==> config.mk <==
export PLATFORM = sky130hd
export DESIGN_NAME = operand_read_unit
export DESIGN_NICKNAME = d
export VERILOG_FILES = /design/src/rtl/operand_read_unit.sv
export SDC_FILE = /design/constraint.sdc
export NUM_CORES = 1
export LEC_CHECK = 0
export CORE_AREA = 2 2 187 189
export CTS_CLUSTER_SIZE = 14
export DETAILED_ROUTE_END_ITERATION = 8
export DIE_AREA = 0 0 189 191
export MAX_ROUTING_LAYER = met4
export PLACE_DENSITY = 0.81
export SLEW_MARGIN = 0
export SYNTH_ARGS = -nofsm -noshare
export SYNTH_HDL_FRONTEND = slang
export SYNTH_SLANG_ARGS = --single-unit
==> constraint.sdc <==
create_clock -name clk -period 2.8 [get_ports clk]
set_input_delay 0.56 -clock clk [delete_from_list [all_inputs] [get_ports clk]]
set_output_delay 0.56 -clock clk [all_outputs]
set_load 0.02 [all_outputs]
==> src/rtl/operand_read_unit.sv <==
// operand_read_unit
// Dual-lane register-read stage. Owns the 8 x 16-bit architectural register
// file, accepts up to two decoded instructions per cycle and returns their
// source operands one cycle later. A pending-write scoreboard holds back any
// lane whose sources or destination are still in flight. An intra-bundle
// dependency splits the bundle: lane 1 issues first, lane 2 follows later
// from a holding register.
//
// Optional feature: define OPREAD_WB_BYPASS_EN to forward same-cycle writeback
// data into operand reads and let same-cycle scoreboard clears unblock issue.
module operand_read_unit (
    input  logic         clk,
    input  logic         rst_n,
    input  logic         valid1,
    input  logic         valid2,
    input  logic [15:0]  instr1,
    input  logic [15:0]  instr2,
    input  logic         wr1,
    input  logic         wr2,
    input  logic         stall,
    output logic         ready,
    input  logic         iswb_a,
    input  logic         isld_a,
    input  logic [15:0]  instr_a,
    input  logic [15:0]  ldresult_a,
    input  logic [15:0]  aluresult_a,
    input  logic         iswb_b,
    input  logic         isld_b,
    input  logic [15:0]  instr_b,
    input  logic [15:0]  ldresult_b,
    input  logic [15:0]  aluresult_b,
    output logic         ovalid1,
    output logic         ovalid2,
    output logic [15:0]  oinstr1,
    output logic [15:0]  oinstr2,
    output logic [15:0]  opa1,
    output logic [15:0]  opb1,
    output logic [15:0]  opa2,
    output logic [15:0]  opb2,
    output logic [127:0] regval
);

    typedef enum logic {
        IDLE  = 1'b0,
        SPLIT = 1'b1
    } state_e;

    // Writeback lane decode: destination and selected result.
    logic [2:0]  wb_dst_a, wb_dst_b;
    logic [15:0] wb_data_a, wb_data_b;
    assign wb_dst_a  = instr_a[10:8];
    assign wb_dst_b  = instr_b[10:8];
    assign wb_data_a = isld_a ? ldresult_a : aluresult_a;
    assign wb_data_b = isld_b ? ldresult_b : aluresult_b;

    // Only the destination field of a writeback instruction matters here.
    logic unused_wb_bits;
    assign unused_wb_bits = ^{instr_a[15:11], instr_a[7:0], instr_b[15:11], instr_b[7:0]};

    state_e      state_q, state_d;
    logic [15:0] rf_q [8];
    logic [15:0] rf_d [8];
    logic [7:0]  pend_q, pend_d;
    logic [15:0] hold_instr_q, hold_instr_d;
    logic        hold_wr_q, hold_wr_d;
    logic        ovalid1_q, ovalid1_d, ovalid2_q, ovalid2_d;
    logic [15:0] oinstr1_q, oinstr1_d, oinstr2_q, oinstr2_d;
    logic [15:0] opa1_q, opa1_d, opb1_q, opb1_d;
    logic [15:0] opa2_q, opa2_d, opb2_q, opb2_d;

    logic [7:0]  clr_mask, set_mask, pend_view;
    logic [15:0] rd_view [8];
    logic        blk1, blk2, blk_hold, hazard;
    logic        iss1, iss2, iss_held;

    // Scoreboard clears: one bit per writeback lane landing at this edge.
    always_comb begin
        // NOTE: every always_comb output gets a default first so no path can infer a latch.
        clr_mask = '0;
        if (iswb_a) clr_mask[wb_dst_a] = 1'b1;
        if (iswb_b) clr_mask[wb_dst_b] = 1'b1;
    end

`ifdef OPREAD_WB_BYPASS_EN
    assign pend_view = pend_q & ~clr_mask;
`else
    assign pend_view = pend_q;
`endif

    // Operand read view: register file, optionally overlaid by writeback data (lane B last, so it wins).
    always_comb begin
        for (int i = 0; i < 8; i++) begin
            rd_view[i] = rf_q[i];
`ifdef OPREAD_WB_BYPASS_EN
            if (iswb_a && wb_dst_a == 3'(i)) rd_view[i] = wb_data_a;
            if (iswb_b && wb_dst_b == 3'(i)) rd_view[i] = wb_data_b;
`endif
        end
    end

    function automatic logic lane_blocked(input logic [15:0] ins, input logic wr,
                                          input logic [7:0] pv);
        return pv[ins[7:5]] | pv[ins[4:2]] | (wr & pv[ins[10:8]]);
    endfunction

    assign blk1     = lane_blocked(instr1, wr1, pend_view);
    assign blk2     = lane_blocked(instr2, wr2, pend_view);
    assign blk_hold = lane_blocked(hold_instr_q, hold_wr_q, pend_view);

    // Lane 2 depends on lane 1's destination: the bundle has to be split.
    assign hazard = valid1 & valid2 & wr1 &
                    ((instr1[10:8] == instr2[7:5]) |
                     (instr1[10:8] == instr2[4:2]) |
                     (wr2 & (instr1[10:8] == instr2[10:8])));

    // FSM next state, accept decision and lane issue selection.
    always_comb begin
        state_d      = state_q;
        hold_instr_d = hold_instr_q;
        hold_wr_d    = hold_wr_q;
        ready        = 1'b0;
        iss1         = 1'b0;
        iss2         = 1'b0;
        iss_held     = 1'b0;
        case (state_q)
            IDLE: begin
                ready = !stall && !blk1 && (!valid2 || !blk2 || hazard);
                if (ready) begin
                    iss1 = valid1;
                    if (hazard) begin
                        hold_instr_d = instr2;
                        hold_wr_d    = wr2;
                        state_d      = SPLIT;
                    end else begin
                        iss2 = valid2;
                    end
                end
            end
            SPLIT: begin
                if (!stall && !blk_hold) begin
                    iss_held = 1'b1;
                    state_d  = IDLE;
                end
            end
            default: state_d = IDLE;
        endcase
    end

    // Scoreboard update: issued writers set their bit; a set beats a same-cycle clear.
    always_comb begin
        set_mask = '0;
        if (iss1 && wr1)                set_mask[instr1[10:8]]       = 1'b1;
        if (iss2 && wr2)                set_mask[instr2[10:8]]       = 1'b1;
        if (iss_held && hold_wr_q)      set_mask[hold_instr_q[10:8]] = 1'b1;
        pend_d = (pend_q & ~clr_mask) | set_mask;
    end

    // Register file writes: lane B applied after lane A so it wins a shared destination.
    always_comb begin
        for (int i = 0; i < 8; i++) rf_d[i] = rf_q[i];
        if (iswb_a) rf_d[wb_dst_a] = wb_data_a;
        if (iswb_b) rf_d[wb_dst_b] = wb_data_b;
    end

    // Output stage: hold under stall, otherwise capture issued lanes and drop the rest.
    always_comb begin
        ovalid1_d = ovalid1_q;
        ovalid2_d = ovalid2_q;
        oinstr1_d = oinstr1_q;
        oinstr2_d = oinstr2_q;
        opa1_d    = opa1_q;
        opb1_d    = opb1_q;
        opa2_d    = opa2_q;
        opb2_d    = opb2_q;
        if (!stall) begin
            ovalid1_d = iss1;
            ovalid2_d = iss2 | iss_held;
            if (iss1) begin
                oinstr1_d = instr1;
                opa1_d    = rd_view[instr1[7:5]];
                opb1_d    = rd_view[instr1[4:2]];
            end
            if (iss2) begin
                oinstr2_d = instr2;
                opa2_d    = rd_view[instr2[7:5]];
                opb2_d    = rd_view[instr2[4:2]];
            end else if (iss_held) begin
                oinstr2_d = hold_instr_q;
                opa2_d    = rd_view[hold_instr_q[7:5]];
                opb2_d    = rd_view[hold_instr_q[4:2]];
            end
        end
    end

    // Control and output state registers.
    always_ff @(posedge clk or negedge rst_n) begin
        if (!rst_n) begin
            state_q      <= IDLE;
            pend_q       <= '0;
            hold_instr_q <= '0;
            hold_wr_q    <= 1'b0;
            ovalid1_q    <= 1'b0;
            ovalid2_q    <= 1'b0;
            oinstr1_q    <= '0;
            oinstr2_q    <= '0;
            opa1_q       <= '0;
            opb1_q       <= '0;
            opa2_q       <= '0;
            opb2_q       <= '0;
        end else begin
            // NOTE: sequential state uses non-blocking assignments; combinational blocks above use blocking.
            state_q      <= state_d;
            pend_q       <= pend_d;
            hold_instr_q <= hold_instr_d;
            hold_wr_q    <= hold_wr_d;
            ovalid1_q    <= ovalid1_d;
            ovalid2_q    <= ovalid2_d;
            oinstr1_q    <= oinstr1_d;
            oinstr2_q    <= oinstr2_d;
            opa1_q       <= opa1_d;
            opb1_q       <= opb1_d;
            opa2_q       <= opa2_d;
            opb2_q       <= opb2_d;
        end
    end

    // Architectural register file.
    always_ff @(posedge clk or negedge rst_n) begin
        if (!rst_n) begin
            // NOTE: this small flop-based file is architecturally visible, so it is reset; a RAM macro would not be.
            for (int i = 0; i < 8; i++) rf_q[i] <= '0;
        end else begin
            for (int i = 0; i < 8; i++) rf_q[i] <= rf_d[i];
        end
    end

    // Register snapshot {r7, ..., r0}.
    always_comb begin
        regval = '0;
        for (int i = 0; i < 8; i++) regval[i*16 +: 16] = rf_q[i];
    end

    assign ovalid1 = ovalid1_q;
    assign ovalid2 = ovalid2_q;
    assign oinstr1 = oinstr1_q;
    assign oinstr2 = oinstr2_q;
    assign opa1    = opa1_q;
    assign opb1    = opb1_q;
    assign opa2    = opa2_q;
    assign opb2    = opb2_q;

endmodule

# After elaboration in Yosys (flattened, before gate mapping)
# Index checks and enable logic that the tools add are counted.
# classes
magnitude_cmp	26
n_eq_ne	3
muxes	79
bitwise	32
n_reduce_logical	24
# ops
op	n
16-bit two-way mux	22
16-bit binary-select mux with 3-bit select	6
128-bit bitwise mux	2
128-bit two-way mux	2
16-bit demux with 3-bit select	2
3-bit by 4-bit < comparator with 1-bit output, second input constant	11
8-bit two-way mux	5
4-bit >= comparator, second input constant	8
3-bit NOT with 4-bit output	8
8-bit OR	4
1-bit binary-select mux with 3-bit select	9
1-bit two-way mux	25
1-bit demux with 3-bit select	5
3-bit by 1-bit >= comparator with 1-bit output, second input constant	5
1-bit logical AND	13
3-bit equality test	3
1-bit OR	9
8-bit AND	1
4-bit by 1-bit < comparator with 1-bit output, second input constant	2
8-bit NOT	1
1-bit AND	7
1-bit zero test	5
2-bit AND reduction	2
3-bit AND reduction	1
4 further kinds	6
# totals
reg_bits	252
inputBits	139
wordCells	184

# Longest topological paths before layout
# Gate-level depths: netlist (run 1).
# depth
word_depth	17
mapped_depth	10

# Least setup slack after synthesis (run 1)
# OpenSTA, ideal clock, no wires.
# synth_path
path_type	input to register
start	input instr1[3]
end	register oinstr1_q[0] (netlist: oinstr1[0])
arrival_ns	2.700
t_required_ns	2.675
slack_ns	-0.025
stages	9
n_path_buf	3
path_cell_list	buf_2 mux4_2 mux2_2 nor3b_2 o21a_1 nand2_1 buf_4 buf_6 mux2_4
# synth_between
elab_chain_cells	10
# synth_rtl
element	line_no	rtl
start: declaration	16	input logic [15:0] instr1,
1-bit binary-select mux with 3-bit select	103	return pv[ins[7:5]] | pv[ins[4:2]] | (wr & pv[ins[10:8]]);
1-bit two-way mux (implied by the code)	103	
1-bit OR (2 in series)	103	
1-bit zero test	127	ready = !stall && !blk1 && (!valid2 || !blk2 || hazard);
1-bit logical AND (2 in series)	127	
1-bit two-way mux	128	if (ready) begin
1-bit two-way mux	125	case (state_q)
2-bit AND reduction (no source line)	-	
end signal: assignment	218	oinstr1_q <= oinstr1_d;
end: declaration	67	logic [15:0] oinstr1_q, oinstr1_d, oinstr2_q, oinstr2_d;
# No other way between the ends. The select of a mux whose other input is x is not followed.
# A chain may end at the register's enable or synchronous reset.

# Worst setup path in the final report (run 1)
# layout_path
start	register pend_q[0]
end	output ready
# layout_between
elab_chain_cells	9
elab_cells_between_ends	25
classes_between	mux (13); bitwise (6); reduce/logical (6)
# layout_rtl
element	line_no	rtl
start: declaration	63	logic [7:0] pend_q, pend_d;
start signal: assignment	213	pend_q <= pend_d;
1-bit binary-select mux with 3-bit select	103	
1-bit two-way mux (implied by the code)	103	
1-bit OR / 1-bit AND (equally long branches)	103	
1-bit OR	103	
1-bit zero test	127	
1-bit logical OR (2 in series)	127	
1-bit logical AND (*)	127	
1-bit two-way mux (*)	125	
end: declaration	21	output logic ready,
# Mark *: on every way between the ends. The rest lies on a longest branch, timed or not. The select of a mux whose other input is x is not followed.

==> summary.txt, run 1 <==
Run status
  • Outcome: finished, violations left
  • Failing checks: hold timing, setup timing

Yosys
  • Most used flip-flop cell after synthesis: dfrtp_1
  • Seq cells post-synth: 252
  • Post-Syn Area: ~18000 um2
  • Register area share after synthesis: 0.3548
  • Mapped Cells: around 1600
  • Synth unique cells: 47
  • Post-synthesis async set-or-reset flop share: 1.000
  • Post-synthesis net count: around 1700
  • Synthesized area per cell: 11.15 um2
  • Yosys warns: 0
  • Post-synth EDFFs: 0

Die
  • Core box area: about 34000 um2
  • Die area: between 30000 and 40000 um2
  • Die Y-Extent: between 150 and 200 um
  • Die Width: 189 um
  • I/O Pins: 366
  • Initial Util: 0.5210
  • Core Rows: 68

Layout
  • Most frequent cells in the layout: clkdlybuf4s50_1 (324), dfrtp_1 (249), nand2_1 (243)
  • Commonest non-fill, non-tap cell in the layout: clkdlybuf4s50_1
  • Antenna Cells: 0
  • Area growth, synth to finish: 30.61%
  • Nets: about 2100
  • Core Util, Final: 0.6805
  • Layout cell share with drive strength beyond 1: 0.2715
  • Design area: roughly 23000 um2

Hold path
  • HP Class: input port to async pin

STA
  • Slew Viols, Final: 0
  • Slew Limit Headroom: 0.4890
  • Final Cycle Share: 1.033
  • Fin Hold WS: -46.77 ps
  • Worst Skew: approximately 16 ps
  • Setup violations, final: 1
  • Unrepaired setup endpoints after global routing: true
  • Post-route setup slack: -91.72 ps
  • Slew of the pin with the lowest slew margin: between 700 and 800 ps
  • Max frequency: approximately 350 MHz
  • Final hold vios: 11
  • Tmin final: between 2000 and 3000 ps

Power and ir drop
  • Pwr/cell area: approximately 900 nW/um2
  • Leakage: between 8 and 9 nW
  • VDD IR max: 579.1 uV

Clocking
  • H-Tree Level Count: 1
  • CTS tree: yes
  • Clk sink count: between 200 and 300
  • Clk Tree Root Cell: clkbuf_16
  • Worst skew pair latency: between 500 and 600 ps
  • Hold buffers post-CTS: 0
  • Clock-pin slew on the worst setup and hold paths: 60 ps
  • Longest Clk Path Bufs: 3
  • Num CTS Buffers: 28

Worst setup path
  • CP top delay family: multiplexers
  • Max stage delay on crit path: roughly 480 ps
  • Startpoint types: flip-flop
  • WS Path Type: flip-flop to primary output
  • Worst Path Arrival: about 2300 ps
  • CP endpoint kind: primary output
  • Worst Path Required: roughly 2200 ps
  • Worst path slowest cell: dfrtp_2
  • Buf/Inv on CP: 1
  • CP max FO: 8
  • Crit path cell chain: mux4_2 -> mux2i_1 -> nand2_1 -> nor3b_4 -> o21a_2 -> buf_6

Global routing
  • Largest net degree at the start of global routing: between 70 and 80
  • Vias in the first global route: approximately 17000
  • Remaining Overflow, GRT: 0
  • Total GRT Usage: 0.3823
  • First-pass GRT wire length: a little over 100000 um
  • Initial antenna violation count: 0

Route
  • DR pass1 iterations: 9
  • # DRC: 0
  • ANT nets after route: 0
  • DR iter-0 viols: ~2500
  • Routed via count: ~17000
  • Routed wire length: ~68000 um
  • Via density: roughly 7
  • Wire per inst: around 28 um

Placement
  • Placed Area: 22150 um2
  • DP HPWL: ~46000 um
  • GPL Wtd Cong: roughly 0.92
  • Input/output buffers: around 340

Job
  • Max-cap violation count: 0
[state kept, by name, summed over array words and instances (netlist names)]
| signal | count |
|---|---|
| opb1 | 16 |
| ovalid2 | 1 |
| regval | 128 |
| opa1 | 16 |
| ovalid1 | 1 |
| opb2 | 16 |
| state_q | 1 |
| oinstr1 | 16 |
| oinstr2 | 16 |
| hold_wr_q | 1 |
| opa2 | 16 |
| hold_instr_q | 16 |
| pend_q | 8 |
[cell usage after synthesis (all sizes together) (4+ instances only)]
| cell | count | area (um2) |
|---|---|---|
| nand2b | 12 | 75.07 |
| nor2b | 4 | 25.02 |
| mux4 | 205 | 4617 |
| o211ai | 33 | 247.7 |
| o21ai | 225 | 1126 |
| clkbuf | 92 | 345.3 |
| xor2 | 9 | 78.83 |
| nor3 | 4 | 20.02 |
| a21oi | 84 | 420.4 |
| buf | 58 | 319.0 |
| mux2i | 103 | 1031 |
| o31a | 6 | 52.55 |
| mux2 | 115 | 1374 |
| nor2 | 89 | 336.6 |
| nor3b | 9 | 72.57 |
| nand2 | 244 | 915.9 |
| a31oi | 6 | 37.54 |
| dfrtp | 252 | 6306 |
| and3b | 4 | 35.03 |
| o31ai | 7 | 52.55 |
[path summary, 6_finish.rpt]
| check | startpoint | to | slack [ps] | cells after the start |
|---|---|---|---|---|
| setup reg to reg | pend_q[7] | opb2[15] | 70 | 10 |
| setup / recovery | pend_q[0] | ready | -90 | 6 |
| hold reg to reg | ovalid1 | ovalid1 | 490 | 2 |
| hold / removal | rst_n | regval[33] | -50 | 1 |
| min in group clk | ovalid1 | ovalid1 | 490 | 2 |
| max in group asynchronous | rst_n | hold_instr_q[0] | 1890 | 2 |
[through the flow]
stage / std cells / TNS [ps] / total power [W] / hold WS [ps] / setup WS [ps]
global placement: 2360 / -29120 / 0.01630 / 466.0 / -583.6
floorplan: 1594 / 0 / 0.01207 / 264.4 / 34.07
detailed placement: 2360 / -31000 / 0.01664 / 470.3 / -640.6
finish: 2418 / -91.72 / 0.02079 / -46.77 / -91.72
CTS: 2415 / -60.01 / 0.02055 / 14.14 / -60.01
global route: 2418 / -157.4 / 0.02152 / 21.70 / -156.4
[routing by layer]
metal | wire, um | part of all wire | global-route usage | up-vias
met5 | 0 | 0 | - | -
met2 | 29470 | 0.43 | 0.5465 | 1594
met3 | 10270 | 0.15 | 0.1258 | 380
li1 | - | - | - | 6734
met1 | 23790 | 0.35 | 0.4891 | 8090
met4 | 4307 | 0.063 | 0.1929 | 0
[final cells by class]
| cell class | instances | area [um2] |
|---|---|---|
| Timing Repair Buffer | 470 | 4526 |
| Tap cell | 455 | 569.3 |
| Clock inverter | 13 | 148.9 |
| Clock buffer | 36 | 782.0 |
| Multi-Input combinational cell | 1192 | 10880 |
| Fill cell | 2363 | 10900 |
| Sequential cell | 252 | 6310 |
[power by group]
group | switching, W | internal, W
Combinational | 0.00480 | 0.00544
Sequential | 0.00188 | 0.00485
Clock | 0.00159 | 0.00224
[what timing repair did]
| action | 4_1_cts | 5_1_grt |
|---|---|---|
| gates cloned | 0 | 2 |
| endpoints found under the setup margin | 1 | 10 |
| hold endpoints to repair | 0 | 0 |
| resized for setup | 17 | 2 |
| pin swaps | 2 | 3 |
| setup buffers | 6 | 1 |
[kinds of logic (layout without fill, tap and decap cells)]
kind of cell,after synthesis,count (layout),share of synthesized area
xor+xnor,9,9,0.004435
buf+inv,150,519,0.03738
simple gates,385,385,0.09066
mux,423,423,0.3950
compound gates,375,375,0.1178
flops,252,252,0.3548
No activity file was read; power rests on OpenSTA's default activity.
==> run 2, diff against run 1 <==
--- a/config.mk
+++ b/config.mk
@@ -5,12 +5,12 @@
 export SDC_FILE = /design/constraint.sdc
 export NUM_CORES = 1
 export LEC_CHECK = 0
-export CORE_AREA = 2 2 187 189
+export CORE_AREA = 2 2 167 210
 export CTS_CLUSTER_SIZE = 14
 export DETAILED_ROUTE_END_ITERATION = 8
-export DIE_AREA = 0 0 189 191
+export DIE_AREA = 0 0 169 212
 export MAX_ROUTING_LAYER = met4
-export PLACE_DENSITY = 0.81
+export PLACE_DENSITY = 0.82
 export SLEW_MARGIN = 0
 export SYNTH_ARGS = -nofsm -noshare
 export SYNTH_HDL_FRONTEND = slang
==> summary.txt, run 2 (same netlist as run 1, synthesis figures left out) <==
Worst setup path
  • Reg2reg setup slack: ~90 ps
  • CP endpoint kind: primary output
  • Startpoint types: flip-flop
  • CP top delay family: multiplexers
  • WS Path Type: flip-flop to primary output
  • Worst Path Arrival: around 2400 ps
  • Worst Path Required: about 2200 ps
  • Max stage delay on crit path: about 500 ps
  • CP max FO: 5
  • Worst path slowest cell: mux4_2
  • Buf/Inv on CP: 1
  • Crit path cell chain: mux4_2 -> mux2i_2 -> nand2_1 -> nor3b_2 -> o21a_2 -> buf_6

Die
  • Die Width: around 170 um
  • Initial Util: 0.5222
  • I/O Pins: roughly 370
  • Die Y-Extent: 212 um
  • Core Rows: 76
  • Die area: roughly 36000 um2
  • Core box area: around 34000 um2

Route
  • DR pass1 iterations: 8
  • # DRC: 0
  • DR iter-0 viols: ~2400
  • Via density: slightly below 7
  • Routed via count: about 16000
  • ANT nets after route: 0
  • Routed wire length: 64840 um
  • Wire per inst: 27.25 um

STA
  • Slew Limit Headroom: 0.5209
  • Slew of the pin with the lowest slew margin: between 700 and 800 ps
  • Max frequency: approximately 340 MHz
  • Setup total negative slack: -122.4 ps
  • Post-route setup slack: -122.4 ps
  • Worst Skew: between 20 and 25 ps
  • Setup violations, final: 1
  • Final Cycle Share: 1.044
  • Slew Viols, Final: 0
  • Final hold vios: 0
  • Tmin final: 2922 ps
  • Unrepaired setup endpoints after global routing: true

Layout
  • Most frequent cells in the layout: clkdlybuf4s50_1 (324), dfrtp_1 (244), nand2_1 (243)
  • # fillers: around 2400
  • Core Util, Final: 0.6773
  • Commonest non-fill, non-tap cell in the layout: clkdlybuf4s50_1
  • Reg area: 6316 um2
  • Design area: ~23000 um2
  • Area growth, synth to finish: 29.70%
  • Layout cell share with drive strength beyond 1: 0.2690
  • Final Non-Filler Cells: 2379
  • Number of flip-flops in the largest register: approximately 130
  • Multi-input combinational cell area: 10880 um2
  • Nets: ~2100

Global routing
  • Largest net degree at the start of global routing: 70
  • Vias in the first global route: around 17000
  • First-pass GRT wire length: ~100000 um
  • Initial antenna violation count: 2
  • Total GRT Usage: 0.3720
  • Remaining Overflow, GRT: 0

Placement
  • DP HPWL: approximately 45000 um
  • Dpl cells: roughly 2300
  • Placed Area: 22030 um2
  • GPL Wtd Cong: between 0.9 and 1
  • Input/output buffers: around 340

Job
  • Max-cap violation count: 0

Hold path
  • HP Class: flip-flop to flip-flop

Power and ir drop
  • Leakage: roughly 8.9 nW
  • Pwr/cell area: 897.2 nW/um2
  • VDD IR max: approximately 490 uV

Clocking
  • Clk Tree Root Cell: clkbuf_16
  • Num CTS Buffers: 27
  • Clock-pin slew on the worst setup and hold paths: roughly 70 ps
  • Clk sink count: approximately 250
  • Worst skew pair latency: about 570 ps
  • Longest Clk Path Bufs: 3
  • CTS tree: yes
  • H-Tree Level Count: 1

Run status
  • Outcome: finished, violations left
  • Failing checks: setup timing
-- run 2: changes by cell type in the layout (fill, tap and decap cells not counted), sizes merged --
cell | before | now
buf | 139 | 127
clkbuf | 38 | 32
clkinvlp | 2 | 5
clkinv | 7 | 5
diode | 0 | 2
bufinv | 3 | 4
dlygate4sd3 | 0 | 1
-- run 2: worst reg2reg max path, delay by kind of cell (launching register included) --
kind,cells,cell delay [ps]
and+or+nand+nor,1,320
buffers and inverters,4,660
AOI/OAI and AO/OA,3,440
DFF,1,440
muxes,2,760
-- run 2: cell type report --
class / instances / area share
multi-input combinational: 1192 / 0.4717
sequential: 252 / 0.2739
timing repair buffer: 458 / 0.1916
clock buffer: 31 / 0.03082
tap: 429 / 0.02328
clock inverter: 15 / 0.008466
antenna: 2 / 0.0002171
-- run 2: repair_timing --
action                                  CTS  global route
hold buffers                              1             0
buffers inserted                          5             4
gates cloned                              0             1
pin swaps                                 4             3
endpoints found under the setup margin    1            28
gates resized for setup                  20             0
endpoints found under the hold margin     3             0
-- run 2: report_power, final --
group	switching, W	leakage [nW]	internal, W	total, W
Sequential	0.00197	3.08	0.00485	0.00682
Combinational	0.00466	5.38	0.00543	0.0101
Clock	0.00159	0.431	0.00219	0.00378
Total	0.00822	8.89	0.0125	0.0207
-- run 2: layer usage --
layer / wire, um / share of wire / vias to the layer above / global-route usage
met5: 0 / 0 / - / -
met4: 4063 / 0.063 / 0 / 0.1992
met3: 9014 / 0.14 / 321 / 0.1204
met2: 29020 / 0.45 / 1511 / 0.5417
met1: 22740 / 0.35 / 7891 / 0.4656
li1: - / - / 6707 / -
-- run 2: final timing paths --
| kind | from | endpoint | cells past startpoint |
|---|---|---|---|
| min in group asynchronous | rst_n | regval[20] | 2 |
| max in group asynchronous | rst_n | regval[59] | 3 |
| worst min register to register | ovalid1 | ovalid1 | 2 |
| worst min-delay path | ovalid1 | ovalid1 | 2 |
| worst max-delay path | pend_q[7] | ready | 6 |
| worst max register to register | pend_q[7] | opb2[10] | 10 |
-- run 2: stage by stage --
step                      hold WS (ps)  setup slack (ps)  total power, W
after floorplan                  264.4             34.07         0.01207
after global placement           462.8            -606.0         0.01618
after detailed placement         465.5            -651.5         0.01656
after CTS                        483.3            -85.03         0.02046
after global routing             511.9            -161.3         0.02144
final                            479.4            -122.4         0.02069
==> run 3, diff against run 2 <==
--- a/config.mk
+++ b/config.mk
@@ -5,12 +5,12 @@
 export SDC_FILE = /design/constraint.sdc
 export NUM_CORES = 1
 export LEC_CHECK = 0
-export CORE_AREA = 2 2 167 210
+export CORE_AREA = 2 2 192 241
 export CTS_CLUSTER_SIZE = 14
 export DETAILED_ROUTE_END_ITERATION = 8
-export DIE_AREA = 0 0 169 212
+export DIE_AREA = 0 0 194 243
 export MAX_ROUTING_LAYER = met4
-export PLACE_DENSITY = 0.82
+export PLACE_DENSITY = 0.64
 export SLEW_MARGIN = 0
 export SYNTH_ARGS = -nofsm -noshare
 export SYNTH_HDL_FRONTEND = slang
==> summary.txt, run 3 (same netlist as run 1, synthesis figures left out) <==
Worst setup path
  • Worst Path Arrival: about 2400 ps
  • R2R Path Start: pend_q[0]
  • CP endpoint kind: primary output
  • R2r endpoint: pend_q[0]
  • Worst path slowest cell: mux4_2
  • Reg2reg setup slack: around 90 ps
  • Startpoint types: flip-flop
  • CP Capture Point: ready
  • CP max FO: 5
  • Crit path cell chain: mux4_2 -> mux2_4 -> nor3b_4 -> o21a_2 -> buf_6
  • Crit path from: pend_q[6]
  • Max stage delay on crit path: about 480 ps
  • WS Path Type: flip-flop to primary output
  • Worst Path Required: around 2200 ps
  • Worst R2R Path Depth: 11

STA
  • Slew Limit Headroom: 0.4690
  • Fin Hold WS: between 300 and 400 ps
  • Unrepaired setup endpoints after global routing: true
  • Post-route setup slack: -139.6 ps
  • Tmin final: roughly 2900 ps
  • Max frequency: between 300 and 400 MHz
  • Setup violations, final: 1
  • Worst Skew: around 10 ps
  • Slew of the pin with the lowest slew margin: ~800 ps
  • Final Cycle Share: 1.050
  • Final hold vios: 0
  • Slew Viols, Final: 0

Power and ir drop
  • Pwr/cell area: between 800 and 900 nW/um2
  • Switch Pwr: approximately 0.0082 W
  • Cell-internal power: approximately 0.013 W
  • Leakage: around 9.1 nW
  • Clk pwr share: 0.205
  • Sw frac: 0.3884
  • VDD IR max: around 570 uV
  • Seq pwr share: 0.313
  • Gate power share: 0.482

Clocking
  • Worst skew pair latency: a little under 600 ps
  • Num CTS Buffers: 30
  • Clk sink count: about 250
  • H-Tree Level Count: 1
  • Longest Clk Path Bufs: 3
  • Clock-pin slew on the worst setup and hold paths: 60 ps
  • Clk Tree Root Cell: clkbuf_16
  • CTS tree: yes

Run status
  • Failing checks: setup timing
  • Outcome: finished, violations left

Die
  • Core box area: 44850 um2
  • I/O Pins: 366
  • Die area: between 40000 and 50000 um2
  • Die Y-Extent: ~240 um
  • Initial Util: 0.3964
  • Die Width: about 190 um
  • Core Rows: slightly below 90

Hold path
  • HP Class: input port to flip-flop

Layout
  • # fillers: roughly 3900
  • Multi-input combinational cell area: approximately 11000 um2
  • Most frequent cells in the layout: clkdlybuf4s50_1 (325), dfrtp_1 (245), nand2_1 (243)
  • Number of flip-flops in the largest register: around 130
  • Final Non-Filler Cells: 2550
  • Layout cell share with drive strength beyond 1: 0.2763
  • Nets: approximately 2100
  • Design area: 23580 um2
  • Commonest non-fill, non-tap cell in the layout: clkdlybuf4s50_1
  • Area growth, synth to finish: 32.66%
  • Reg area: between 6000 and 7000 um2

Placement
  • Input/output buffers: 339
  • Placed Area: about 22000 um2
  • Pre-CTS setup slack: -582.5 ps
  • DP HPWL: 47740 um
  • GPL Wtd Cong: about 0.90
  • Dpl cells: roughly 2500

Route
  • Via density: 6.233
  • Routed wire length: just under 70000 um
  • Routed via count: around 16000
  • # DRC: 0
  • DR pass1 iterations: 8
  • ANT nets after route: 0
  • Wire per inst: between 20 and 30 um
  • DR iter-0 viols: ~1500

Global routing
  • Initial antenna violation count: 3
  • Total GRT Usage: 0.2954
  • Largest net degree at the start of global routing: 74
  • Remaining Overflow, GRT: 0
  • First-pass GRT wire length: about 100000 um
  • Vias in the first global route: about 16000

Job
  • Max-cap violation count: 0
-- run 3: critical path: cells and delay by family (launching register included) --
kind                   cells  cell delay (ps)
AND/OR/NAND/NOR            1              240
multiplexers               2              790
AO/OA/AOI/OAI              1              200
flip-flops                 1              450
buffers and inverters      1              120
-- run 3: area by class of cell --
cell class / instances / area share
Clock buffer: 39 / 0.03629
Clock inverter: 17 / 0.009763
Timing Repair Buffer: 469 / 0.1937
Antenna cell: 3 / 0.0003184
Sequential cell: 252 / 0.2678
Multi-Input combinational cell: 1192 / 0.4615
Tap cell: 578 / 0.03067
-- run 3: timing repair --
item,4_1_cts,5_1_grt
setup endpoints to repair,1,49
cloned,0,3
resized for setup,14,7
endpoints found under the hold margin,58,0
pin swaps,3,4
setup buffers,4,6
hold buffers,1,0
-- run 3: metrics by stage --
stage | util | total power (W) | TNS, ps
global route | 0.5258 | 0.02200 | -214.0
finish | 0.5258 | 0.02112 | -139.6
CTS | 0.5223 | 0.02104 | -161.1
floorplan | - | 0.01207 | 0
global placement | 0.4966 | 0.01643 | -23940
detailed placement | 0.4966 | 0.01664 | -29150
-- run 3: layer usage --
layer | share of wire | wire length [um] | global-route usage | vias up
met5 | 0 | 0 | - | -
li1 | - | - | - | 6757
met4 | 0.029 | 1980 | 0.09135 | 0
met1 | 0.41 | 28290 | 0.4013 | 8082
met3 | 0.090 | 6198 | 0.04571 | 114
met2 | 0.47 | 32760 | 0.4581 | 941
-- run 3: worst min-delay path by stage --
| stage | start | endpoint | slack [ps] | depth (start not counted) |
|---|---|---|---|---|
| after detailed placement | ovalid1 | ovalid1 | 490 | 2 |
| after CTS | ovalid1 | ovalid1 | 510 | 2 |
| after global routing | instr1[10] | oinstr1[10] | 380 | 2 |
| after floorplan | rst_n | hold_instr_q[0] | 260 | 0 |
| final | instr1[10] | oinstr1[10] | 370 | 2 |
| after global placement | ovalid1 | ovalid1 | 470 | 2 |
-- run 3: power by group through the flow --
stage	logic, W	clock network [W]	registers [W]
finish	0.0102	0.00433	0.00661
global route	0.0107	0.00453	0.00676
CTS	0.0101	0.00437	0.00654
global placement	0.00992	0	0.00651
detailed placement	0.0101	0	0.00658
floorplan	0.00485	0	0.00722
